## src/rtl/core_pkg.sv

```systemverilog
`default_nettype none
// ============================================================================
// Package   : core_pkg
// Purpose   : Definitions shared by the sequencer and the stage modules:
//             opcode constants, the sequencer state encoding and fault codes.
// Ports     : none (package)
// Revision  : 1.0 - initial release
// ============================================================================
package core_pkg;

  // Major opcodes (instruction bits [6:0])
  localparam logic [6:0] OP_LUI         = 7'b0110111;
  localparam logic [6:0] OP_AIUPC       = 7'b0010111;
  localparam logic [6:0] OP_JAL         = 7'b1101111;
  localparam logic [6:0] OP_JALR        = 7'b1100111;
  localparam logic [6:0] OP_BRANCH      = 7'b1100011;
  localparam logic [6:0] OP_LOAD        = 7'b0000011;
  localparam logic [6:0] OP_STORE       = 7'b0100011;
  localparam logic [6:0] OP_INTEGER_IMM = 7'b0010011;
  localparam logic [6:0] OP_INTEGER     = 7'b0110011;
  localparam logic [6:0] OP_FENCE       = 7'b0001111;  // executes as a no-op
  localparam logic [6:0] OP_SYSTEM      = 7'b1110011;  // halts the core

  // Sequencer states
  typedef enum logic [3:0] {
    ST_IDLE   = 4'd0,
    ST_FETCH  = 4'd1,
    ST_DECODE = 4'd2,
    ST_EXEC   = 4'd3,
    ST_MEM    = 4'd4,
    ST_WB     = 4'd5,
    ST_RETIRE = 4'd6,
    ST_HALT   = 4'd7,
    ST_FAULT  = 4'd8
  } state_e;

  // Fault codes reported on fault_code
  localparam logic [1:0] FAULT_NONE    = 2'b00;
  localparam logic [1:0] FAULT_ILLEGAL = 2'b01;
  localparam logic [1:0] FAULT_TIMEOUT = 2'b10;

endpackage : core_pkg
`default_nettype wire

```

## src/rtl/op_class.sv

```systemverilog
`default_nettype none
// ============================================================================
// Module    : op_class
// Purpose   : Combinational opcode classifier used by the stage sequencer.
// Ports     : op_i         - 7-bit major opcode
//             legal_o      - opcode is one of the supported opcodes
//             uses_mem_o   - instruction visits the memory stage
//             is_load_o    - memory access is a load (result written back)
//             needs_wb_o   - instruction writes the register file
//             is_system_o  - SYSTEM opcode (halts the core)
// Revision  : 1.0 - initial release
// ============================================================================
module op_class
  import core_pkg::*;
(
  input  logic [6:0] op_i,
  output logic       legal_o,
  output logic       uses_mem_o,
  output logic       is_load_o,
  output logic       needs_wb_o,
  output logic       is_system_o
);

  always_comb begin
    legal_o     = 1'b1;
    uses_mem_o  = 1'b0;
    is_load_o   = 1'b0;
    needs_wb_o  = 1'b0;
    is_system_o = 1'b0;
    case (op_i)
      OP_LUI, OP_AIUPC, OP_JAL, OP_JALR,
      OP_INTEGER_IMM, OP_INTEGER: needs_wb_o = 1'b1;
      OP_LOAD: begin
        uses_mem_o = 1'b1;
        is_load_o  = 1'b1;
        needs_wb_o = 1'b1;
      end
      OP_STORE:          uses_mem_o  = 1'b1;
      OP_BRANCH, OP_FENCE: ;  // no memory access, no writeback
      OP_SYSTEM:         is_system_o = 1'b1;
      default:           legal_o     = 1'b0;
    endcase
  end

endmodule : op_class
`default_nettype wire

```

## src/rtl/stage_sequencer.sv

```systemverilog
`default_nettype none
// ============================================================================
// Module    : stage_sequencer
// Purpose   : Multi-cycle control FSM. Steps one instruction at a time through
//             fetch/decode/execute/memory/writeback, handshaking each stage
//             with en/ready, retires and counts instructions, halts on SYSTEM
//             and faults on illegal opcodes or stage timeouts.
// Ports     : clk, rst_n      - clock, synchronous active-low reset
//             run             - keep issuing instructions (sampled in IDLE/RETIRE)
//             op              - opcode, valid while decode_ready=1
//             *_ready         - per-stage completion
//             *_en            - per-stage enable (registered)
//             pc_update       - one-cycle retire pulse
//             busy            - not in IDLE, HALT or FAULT
//             halted, fault   - sticky status; fault_code 01 illegal, 10 timeout
//             instret         - retired-instruction count (wraps)
// Revision  : 1.0 - initial release
// ============================================================================
module stage_sequencer
  import core_pkg::*;
#(
  // Cycles allowed in one stage state before a timeout fault (1..255)
  parameter int unsigned TIMEOUT_CYCLES = 255
) (
  input  logic        clk,
  input  logic        rst_n,
  input  logic        run,
  input  logic [6:0]  op,
  input  logic        fetch_ready,
  input  logic        decode_ready,
  input  logic        exec_ready,
  input  logic        mem_ready,
  input  logic        wb_ready,
  output logic        fetch_en,
  output logic        decode_en,
  output logic        exec_en,
  output logic        mem_en,
  output logic        wb_en,
  output logic        pc_update,
  output logic        busy,
  output logic        halted,
  output logic        fault,
  output logic [1:0]  fault_code,
  output logic [31:0] instret
);

  // The watchdog holds the count of ready=0 cycles already spent in the
  // state; seeing this value with ready still low means the limit is hit.
  localparam logic [7:0] WD_LIMIT = 8'(TIMEOUT_CYCLES - 1);

  state_e      state_q, state_d;
  logic [6:0]  op_q, op_d;
  logic [7:0]  wd_q, wd_d;
  logic [1:0]  fault_code_q, fault_code_d;
  logic [31:0] instret_q;
  logic        fetch_en_q, decode_en_q, exec_en_q, mem_en_q, wb_en_q;
  logic        pc_update_q, busy_q, halted_q, fault_q;

  logic        in_stage;
  logic        stage_ready;

  // In DECODE the incoming opcode is classified so the fault/halt decision
  // is made in the same cycle it is latched; afterwards the latched copy.
  logic [6:0]  cls_op;
  logic        cls_legal, cls_uses_mem, cls_is_load, cls_needs_wb, cls_is_system;

  assign cls_op = (state_q == ST_DECODE) ? op : op_q;

  op_class u_op_class (
    .op_i        (cls_op),
    .legal_o     (cls_legal),
    .uses_mem_o  (cls_uses_mem),
    .is_load_o   (cls_is_load),
    .needs_wb_o  (cls_needs_wb),
    .is_system_o (cls_is_system)
  );

  // --------------------------------------------------------------------------
  // Next-state logic
  // --------------------------------------------------------------------------
  always_comb begin
    state_d      = state_q;
    op_d         = op_q;
    fault_code_d = fault_code_q;
    in_stage     = 1'b0;
    stage_ready  = 1'b0;

    unique case (state_q)
      ST_IDLE: if (run) state_d = ST_FETCH;

      ST_FETCH: begin
        in_stage    = 1'b1;
        stage_ready = fetch_ready;
        if (fetch_ready) state_d = ST_DECODE;
      end

      ST_DECODE: begin
        in_stage    = 1'b1;
        stage_ready = decode_ready;
        if (decode_ready) begin
          op_d = op;
          if (!cls_legal) begin
            state_d      = ST_FAULT;
            fault_code_d = FAULT_ILLEGAL;
          end else if (cls_is_system) begin
            state_d = ST_HALT;
          end else begin
            state_d = ST_EXEC;
          end
        end
      end

      ST_EXEC: begin
        in_stage    = 1'b1;
        stage_ready = exec_ready;
        if (exec_ready) begin
          if (cls_uses_mem)      state_d = ST_MEM;
          else if (cls_needs_wb) state_d = ST_WB;
          else                   state_d = ST_RETIRE;
        end
      end

      ST_MEM: begin
        in_stage    = 1'b1;
        stage_ready = mem_ready;
        if (mem_ready) state_d = cls_is_load ? ST_WB : ST_RETIRE;
      end

      ST_WB: begin
        in_stage    = 1'b1;
        stage_ready = wb_ready;
        if (wb_ready) state_d = ST_RETIRE;
      end

      ST_RETIRE: state_d = run ? ST_FETCH : ST_IDLE;

      ST_HALT, ST_FAULT: ;  // sticky until reset

      default: state_d = ST_IDLE;
    endcase

    // Timeout only fires while ready is low, so a ready arriving on the
    // limit cycle takes the normal transition above.
    if (in_stage && !stage_ready && (wd_q == WD_LIMIT)) begin
      state_d      = ST_FAULT;
      fault_code_d = FAULT_TIMEOUT;
    end

    if (state_d != state_q)          wd_d = 8'd0;
    else if (in_stage && !stage_ready) wd_d = wd_q + 8'd1;
    else                             wd_d = wd_q;
  end

  // --------------------------------------------------------------------------
  // State and registered outputs. Outputs are decoded from the next state and
  // registered, so each equals a decode of state_q with no path from ready.
  // --------------------------------------------------------------------------
  always_ff @(posedge clk) begin
    if (!rst_n) begin
      state_q      <= ST_IDLE;
      op_q         <= 7'd0;
      wd_q         <= 8'd0;
      fault_code_q <= FAULT_NONE;
      instret_q    <= 32'd0;
      fetch_en_q   <= 1'b0;
      decode_en_q  <= 1'b0;
      exec_en_q    <= 1'b0;
      mem_en_q     <= 1'b0;
      wb_en_q      <= 1'b0;
      pc_update_q  <= 1'b0;
      busy_q       <= 1'b0;
      halted_q     <= 1'b0;
      fault_q      <= 1'b0;
    end else begin
      state_q      <= state_d;
      op_q         <= op_d;
      wd_q         <= wd_d;
      fault_code_q <= fault_code_d;
      fetch_en_q   <= (state_d == ST_FETCH);
      decode_en_q  <= (state_d == ST_DECODE);
      exec_en_q    <= (state_d == ST_EXEC);
      mem_en_q     <= (state_d == ST_MEM);
      wb_en_q      <= (state_d == ST_WB);
      pc_update_q  <= (state_d == ST_RETIRE);
      busy_q       <= !(state_d inside {ST_IDLE, ST_HALT, ST_FAULT});
      halted_q     <= (state_d == ST_HALT);
      fault_q      <= (state_d == ST_FAULT);
      // RETIRE never repeats back-to-back, so this counts once per retire.
      if (state_d == ST_RETIRE) instret_q <= instret_q + 32'd1;
    end
  end

  assign fetch_en   = fetch_en_q;
  assign decode_en  = decode_en_q;
  assign exec_en    = exec_en_q;
  assign mem_en     = mem_en_q;
  assign wb_en      = wb_en_q;
  assign pc_update  = pc_update_q;
  assign busy       = busy_q;
  assign halted     = halted_q;
  assign fault      = fault_q;
  assign fault_code = fault_code_q;
  assign instret    = instret_q;

endmodule : stage_sequencer
`default_nettype wire

```

## config.mk

```make
export PLATFORM = sky130hd
export DESIGN_NAME = stage_sequencer
export DESIGN_NICKNAME = d
export VERILOG_FILES = /design/src/rtl/core_pkg.sv /design/src/rtl/op_class.sv /design/src/rtl/stage_sequencer.sv
export SDC_FILE = /design/constraint.sdc
export NUM_CORES = 1
export LEC_CHECK = 0
export ABC_AREA = 0
export ABC_CLOCK_PERIOD_IN_PS = 3350
export CAP_MARGIN = 10
export CORE_UTILIZATION = 45
export CTS_BUF_LIST = sky130_fd_sc_hd__clkbuf_4
export CTS_CLUSTER_DIAMETER = 40
export DETAILED_ROUTE_END_ITERATION = 8
export PLACE_DENSITY = 0.7
export SYNTH_ARGS = -nofsm -noshare
export SYNTH_HDL_FRONTEND = slang
export SYNTH_SLANG_ARGS = --single-unit
```

## constraint.sdc

```tcl
create_clock -name clk -period 3.35 [get_ports clk]
set_input_delay 0.67 -clock clk [delete_from_list [all_inputs] [get_ports clk]]
set_output_delay 0.67 -clock clk [all_outputs]
set_load 0.01 [all_outputs]
```

# Yosys cells after proc, flatten, opt, wreduce, memory -nomap -nowiden
# Cells that the tools add are included.
# Widths: inputs -> output; s select.
[classes] n_addsub=2 eq_ne=30 mux=26 n_bitwise=2 n_reduce_logical=19
[ops] operator="$add 32x1->32 const B" n=1
[ops] operator="$eq 4x3->1 const B" n=8
[ops] operator="$mux 4" n=8
[ops] operator="$pmux 4 s8" n=1
[ops] operator="$eq 7x7->1 const B" n=4
[ops] operator="$eq 7x6->1 const B" n=3
[ops] operator="$eq 4x2->1 const B" n=4
[ops] operator="$eq 7x5->1 const B" n=2
[ops] operator="$mux 2" n=7
[ops] operator="$reduce_or 11->1" n=1
[ops] operator="$add 8x1->8 const B" n=1
[ops] operator="$eq 4x1->1 const B" n=2
[ops] operator="$eq 4x4->1 const B" n=2
[ops] operator="$eq 8x8->1 const B" n=1
[ops] operator="$logic_not 4->1" n=2
[ops] operator="$reduce_or 2->1" n=4
[ops] operator="$eq 7x2->1 const B" n=1
[ops] operator="$eq 7x4->1 const B" n=1
[ops] operator="$mux 1" n=7
[ops] operator="$mux 7" n=1
[ops] operator="$reduce_or 7->1" n=1
[ops] operator="$reduce_and 3->1" n=2
[ops] operator="$pmux 1 s5" n=1
[ops] operator="$reduce_or 5->1" n=1
[ops] operator="9 further kinds" n=13
[totals] register_bits=62 in_bits=15

# Logic depth before layout (Yosys ltp)
[depth] ltp_word=13 depth_mapped=12

# Modules after synthesis
# From an unflattened synthesis, not the netlist that was laid out.
[unflattened] hier_cells=407 area_unflattened_um2=3333.2
[by_module_without_submodules] module="stage_sequencer" instances=1 cells_per_inst=388 area_each_um2=3189.3 seq_area_each_um2=1241.2
[by_module_without_submodules] module="op_class" instances=1 cells_per_inst=19 area_each_um2=143.9 seq_area_each_um2=0.0

# Worst setup path after synthesis
# Ideal clock, no wire load.
[synth_path] path_type="input -> register" start="input port op[1]" end="register instret_q[28] (netlist: instret[28])" arrival_time_ns=2.480 t_required_ns=3.278 path_slack_ns=0.798 path_stages=9 n_path_buf=1 cell_sequence="and3_1 > nor3b_1 > a31oi_1 > o221a_2 > nand3_1 > nand3b_2 > buf_2 > nor4_1 > mux2i_1"
[synth_via] elab_chain_cells=10
[synth_lines] item="start: declaration" line_no="stage_sequencer.sv:28" rtl="input logic [6:0] op,"
[synth_lines] item="$mux 7 (*)" line_no="stage_sequencer.sv:67" rtl="assign cls_op = (state_q == ST_DECODE) ? op : op_q;"
[synth_lines] item="$eq 7x6->1 (tied with other cells)" line_no="op_class.sv:30" rtl="case (op_i)"
[synth_lines] item="$reduce_or 7->1 (no line)"
[synth_lines] item="$mux 1" line_no="op_class.sv:30"
[synth_lines] item="$mux 2" line_no="stage_sequencer.sv:118" rtl="else if (cls_needs_wb) state_d = ST_WB;"
[synth_lines] item="$mux 2" line_no="stage_sequencer.sv:117" rtl="if (cls_uses_mem) state_d = ST_MEM;"
[synth_lines] item="$mux 4" line_no="stage_sequencer.sv:116" rtl="if (exec_ready) begin"
[synth_lines] item="$pmux 4 s8 (*)" line_no="stage_sequencer.sv:88" rtl="unique case (state_q)"
[synth_lines] item="$mux 4 (*)" line_no="stage_sequencer.sv:144" rtl="if (in_stage && !stage_ready && (wd_q == WD_LIMIT)) begin"
[synth_lines] item="$eq 4x3->1 (*)" line_no="stage_sequencer.sv:189" rtl="if (state_d == ST_RETIRE) instret_q <= instret_q + 32'd1;"
[synth_lines] item="end signal: assignment" line_no="stage_sequencer.sv:189"
[synth_lines] item="end: declaration" line_no="stage_sequencer.sv:55" rtl="logic [31:0] instret_q;"
# Every way passes the cells marked *; elsewhere a longest branch is shown, timed or not.
# A chain may end at the register's enable or synchronous reset.

# Worst setup path in the final report
[layout_path] start="register state_q[1]" end="register instret_q[19] (netlist: instret[19])"
[layout_via] elab_chain_cells=11
[layout_lines] item="start: declaration" line_no="stage_sequencer.sv:51" rtl="state_e state_q, state_d;"
[layout_lines] item="start signal: assignment" line_no="stage_sequencer.sv:175" rtl="state_q <= state_d;"
[layout_lines] item="$eq 4x2->1" line_no="stage_sequencer.sv:67, stage_sequencer.sv:88"
[layout_lines] item="$mux 7" line_no="stage_sequencer.sv:67"
[layout_lines] item="$eq 7x6->1 (tied with other cells)" line_no="op_class.sv:30"
[layout_lines] item="$reduce_or 7->1 (no line)"
[layout_lines] item="$mux 1" line_no="op_class.sv:30"
[layout_lines] item="$mux 2" line_no="stage_sequencer.sv:118"
[layout_lines] item="$mux 2" line_no="stage_sequencer.sv:117"
[layout_lines] item="$mux 4" line_no="stage_sequencer.sv:116"
[layout_lines] item="$pmux 4 s8" line_no="stage_sequencer.sv:88"
[layout_lines] item="$mux 4 (*)" line_no="stage_sequencer.sv:144"
[layout_lines] item="$eq 4x3->1 (*)" line_no="stage_sequencer.sv:189"
# Marks and branches as above.

==> results.cfg <==
[critical_path]
cp_max_fo = 13
crit_type = flop to flop
cpPeakStageDelay_ns = 0.58
required_ns = 3.69
crit_buf_inv = 1
r2r-start = state_q[1]$_SDFF_PN0_
r2r_cells = 9
cp.arrival_ns = 3.19
critical_path_depth = 9
critPathCaptureType = flop
setup.worst_path.start_class = flop
crit_chain = nor4b_4 > and2_1 > a41o_1 > nand4_1 > and3b_1 > nand2_1 > buf_4 > or3_1 > a21oi_1
critical-path-top-delay-family = simple AND/OR/NAND/NOR gates
startpoint = state_q[1]$_SDFF_PN0_
crit_slowest_cell = dfxtp_1

[synth]
synth.cell_area_mm2 = 0.00328
synth.distinct_cells = 63
synth_top_flop_cell = dfxtp_1
syn_inst = 401
synthArstFlopShare_pct = 0
synth_seq_cells = 62
yosys_warnings = 0
ys_seq_area_share_pct = 37.9
syn_area_per_cell_um2 = 8.17
synth_edf_count = 0
synth_fp_nets = 419

[clock_network]
path_clk_slew_ns = 0.11
hold_buffers = 0
cts_sinks = 62
max-clock-path-buffers = 2
cts_root_buf = clkbuf_4
tritoncts = built
post_cts_buffers = 0
clk_latency_ns = 0.41
cts_inserted_buffers = 9
htree_levels = 3
ctsResizeCount = 0

[finish]
seqCellArea_mm2 = 0.00124
fillCellCount = 689
diodes = 0
drive_gt1_share_pct = 9.30
final_util_pct = 59.4
nets = 486
multi_input_comb_area_mm2 = 0.00190
areaGrowthSynthToFinish_pct = 25.2

[sta]
setup_viol = 0
clock.fmax_mhz = 351
rsz0062_at_grt = false
worst_pin_slew_ns = 0.577
finalCritPeriodShare_pct = 85.0
fin_crit_ns = 2.85
skew_ns = 0.0138
tns_ns = 0
max_slew_margin_pct = 61.5
slew_viol_final = 0
hold_viol = 0

[grt]
grt_antenna_before_repair = 0
track_usage_pct = 22.8
grt_pass1_vias = 2830
overflow = 0
grt_max_degree = 33
grt_pass1_wl_um = 13600

[floorplanning]
io_pins = 58
coreArea_mm2 = 0.00691
die_x_um = 87.3
die_area_mm2 = 0.00763
die_h_um = 87.3
rows = 30
start_util_pct = 47.4

[detailed_routing]
drt_iter0_drc = 148
viasPerCell = 5.57
drt_first_pass_iters = 4
vias = 3169
ant_nets = 0
routed_wl_um = 8290
drc = 0
detail_route.wl_per_cell_um = 14.6

[pwr]
p_leak_uw = 0.00142
cellPowerDensity_mw_per_mm2 = 384
peakVddDrop_uv = 307

[status]
status = finished, final reports clean

[worst_hold_path]
hp-start = op_q[0]$_SDFFE_PN0P_
min_path_type = flop to flop
holdPathStages = 2

[run]
drv_cap = 0

[placed_design]
detailed_place_hpwl_um = 6060
routabilityCongestion = 0.849
portBuffers = 57
==> path summary, 6_finish.rpt <==
kind | to | slack, ns
max | instret[19]$_SDFFE_PN0P_ | 0.50
min | op_q[0]$_SDFFE_PN0P_ | 0.48
max reg2reg | instret[19]$_SDFFE_PN0P_ | 0.50
min reg2reg | op_q[0]$_SDFFE_PN0P_ | 0.48
==> cells in the mapped netlist, types with 2 or more instances <==
cell	number	area [um2]
nor2b_1	3	18.8
ha_1	3	37.5
and2_1	6	37.5
dfxtp_1	62	1240
o31ai_1	5	37.5
and3_1	3	18.8
xnor2_1	2	17.5
o311a_1	3	30.0
nor4_1	5	31.3
o21a_1	6	45.0
or3_1	8	50.1
o21ai_0	4	20.0
nor3_1	11	55.1
o21bai_1	4	30.0
nor2_1	40	150
buf_6	3	33.8
or3b_1	3	26.3
nand4bb_1	2	22.5
nand3_1	26	130
nand3b_1	4	30.0
o211ai_1	4	30.0
a221o_1	2	20.0
nand2_1	49	184
inv_1	10	37.5
a21o_1	2	15.0
a31oi_1	2	12.5
a21boi_1	2	15.0
buf_2	6	30.0
or4_1	6	45.0
o21ai_1	9	45.0
nand4_1	11	68.8
and4_1	3	26.3
xor2_1	8	70.1
mux2i_1	9	90.1
nor4b_1	2	17.5
inv_2	2	7.51
nand2b_1	12	75.1
clkbuf_1	8	30.0
a21oi_1	27	135
==> sequential cells by signal, indices dropped and copies added (netlist names), 2 cells and up <==
signal,flops
state_q,4
op_q,7
instret,32
wd_q,8
fault_code,2
==> per-stage QoR <==
step	worst slack, ns	hold slack [ns]	cell area (um2)	cells	power (uW)
2_1_floorplan	0.798	0.441	3280	401	1030
3_3_place_gp	0.208	0.457	3990	553	1140
3_5_place_dp	0.178	0.463	3990	553	1150
4_1_cts	0.503	0.480	4100	569	1580
5_1_grt	0.330	0.497	4100	569	1650
6_report	0.502	0.480	4100	569	1570
==> worst reg2reg max path, stage by stage (launching register included) <==
cell	delay, ns
dfxtp_1	0.58
nor4b_4	0.41
and2_1	0.37
a41o_1	0.25
nand4_1	0.09
and3b_1	0.26
nand2_1	0.12
buf_4	0.20
or3_1	0.35
a21oi_1	0.13
==> layout by cell type (no fill, tap or decap), types with 4 or more instances in the layout <==
cell / n
inv_1: 10
clkbuf_4: 9
nand2_1: 49
and2_1: 6
xor2_1: 8
o31ai_1: 5
dfxtp_1: 62
a21oi_1: 27
mux2i_1: 9
nand2b_1: 12
nor3_1: 11
or4_1: 6
clkinv_2: 5
nor2_1: 40
nand3_1: 26
buf_4: 16
nor4_1: 5
nand3b_1: 4
o21ai_1: 9
o21a_1: 6
o21bai_1: 4
clkdlybuf4s50_1: 57
o211ai_1: 4
nand4_1: 11
o21ai_0: 4
or3_1: 8
==> per-layer routing <==
metal  share of wire, %  global-route usage [%]  wire, um  vias up
met5                  0                       0         0        -
met4                1.3                    7.60       106        0
met3                3.9                    4.36       326        7
met2                 44                    34.3      3640       63
met1                 51                    32.5      4220     1502
li1                   -                       -         -     1597
==> area by class of cell <==
class	count	area share (%)
clock inverter	7	1.01
tap	96	2.93
sequential	62	30.3
multi-input combinational	310	46.2
clock buffer	9	1.65
timing repair buffer	73	16.8
inverter	12	1.10
==> kinds of logic (layout without fill, tap and decap cells) <==
| kind of cell | Yosys count | in the layout | synth area share, % |
|---|---|---|---|
| simple gates | 205 | 205 | 34.4 |
| compound gates | 83 | 83 | 16.9 |
| flops | 62 | 62 | 37.9 |
| buf+inv | 29 | 101 | 4.24 |
| xor+xnor | 10 | 10 | 2.67 |
| mux | 9 | 9 | 2.75 |
| fa+ha+maj | 3 | 3 | 1.15 |
==> where the power goes <==
part           internal, uW  leakage [uW]  total [uW]  switching (uW)
Clock                   147     0.0000652         437             290
Sequential              765      0.000501         797            32.2
Combinational           151      0.000854         339             188
No activity file was read; power rests on OpenSTA's default activity.
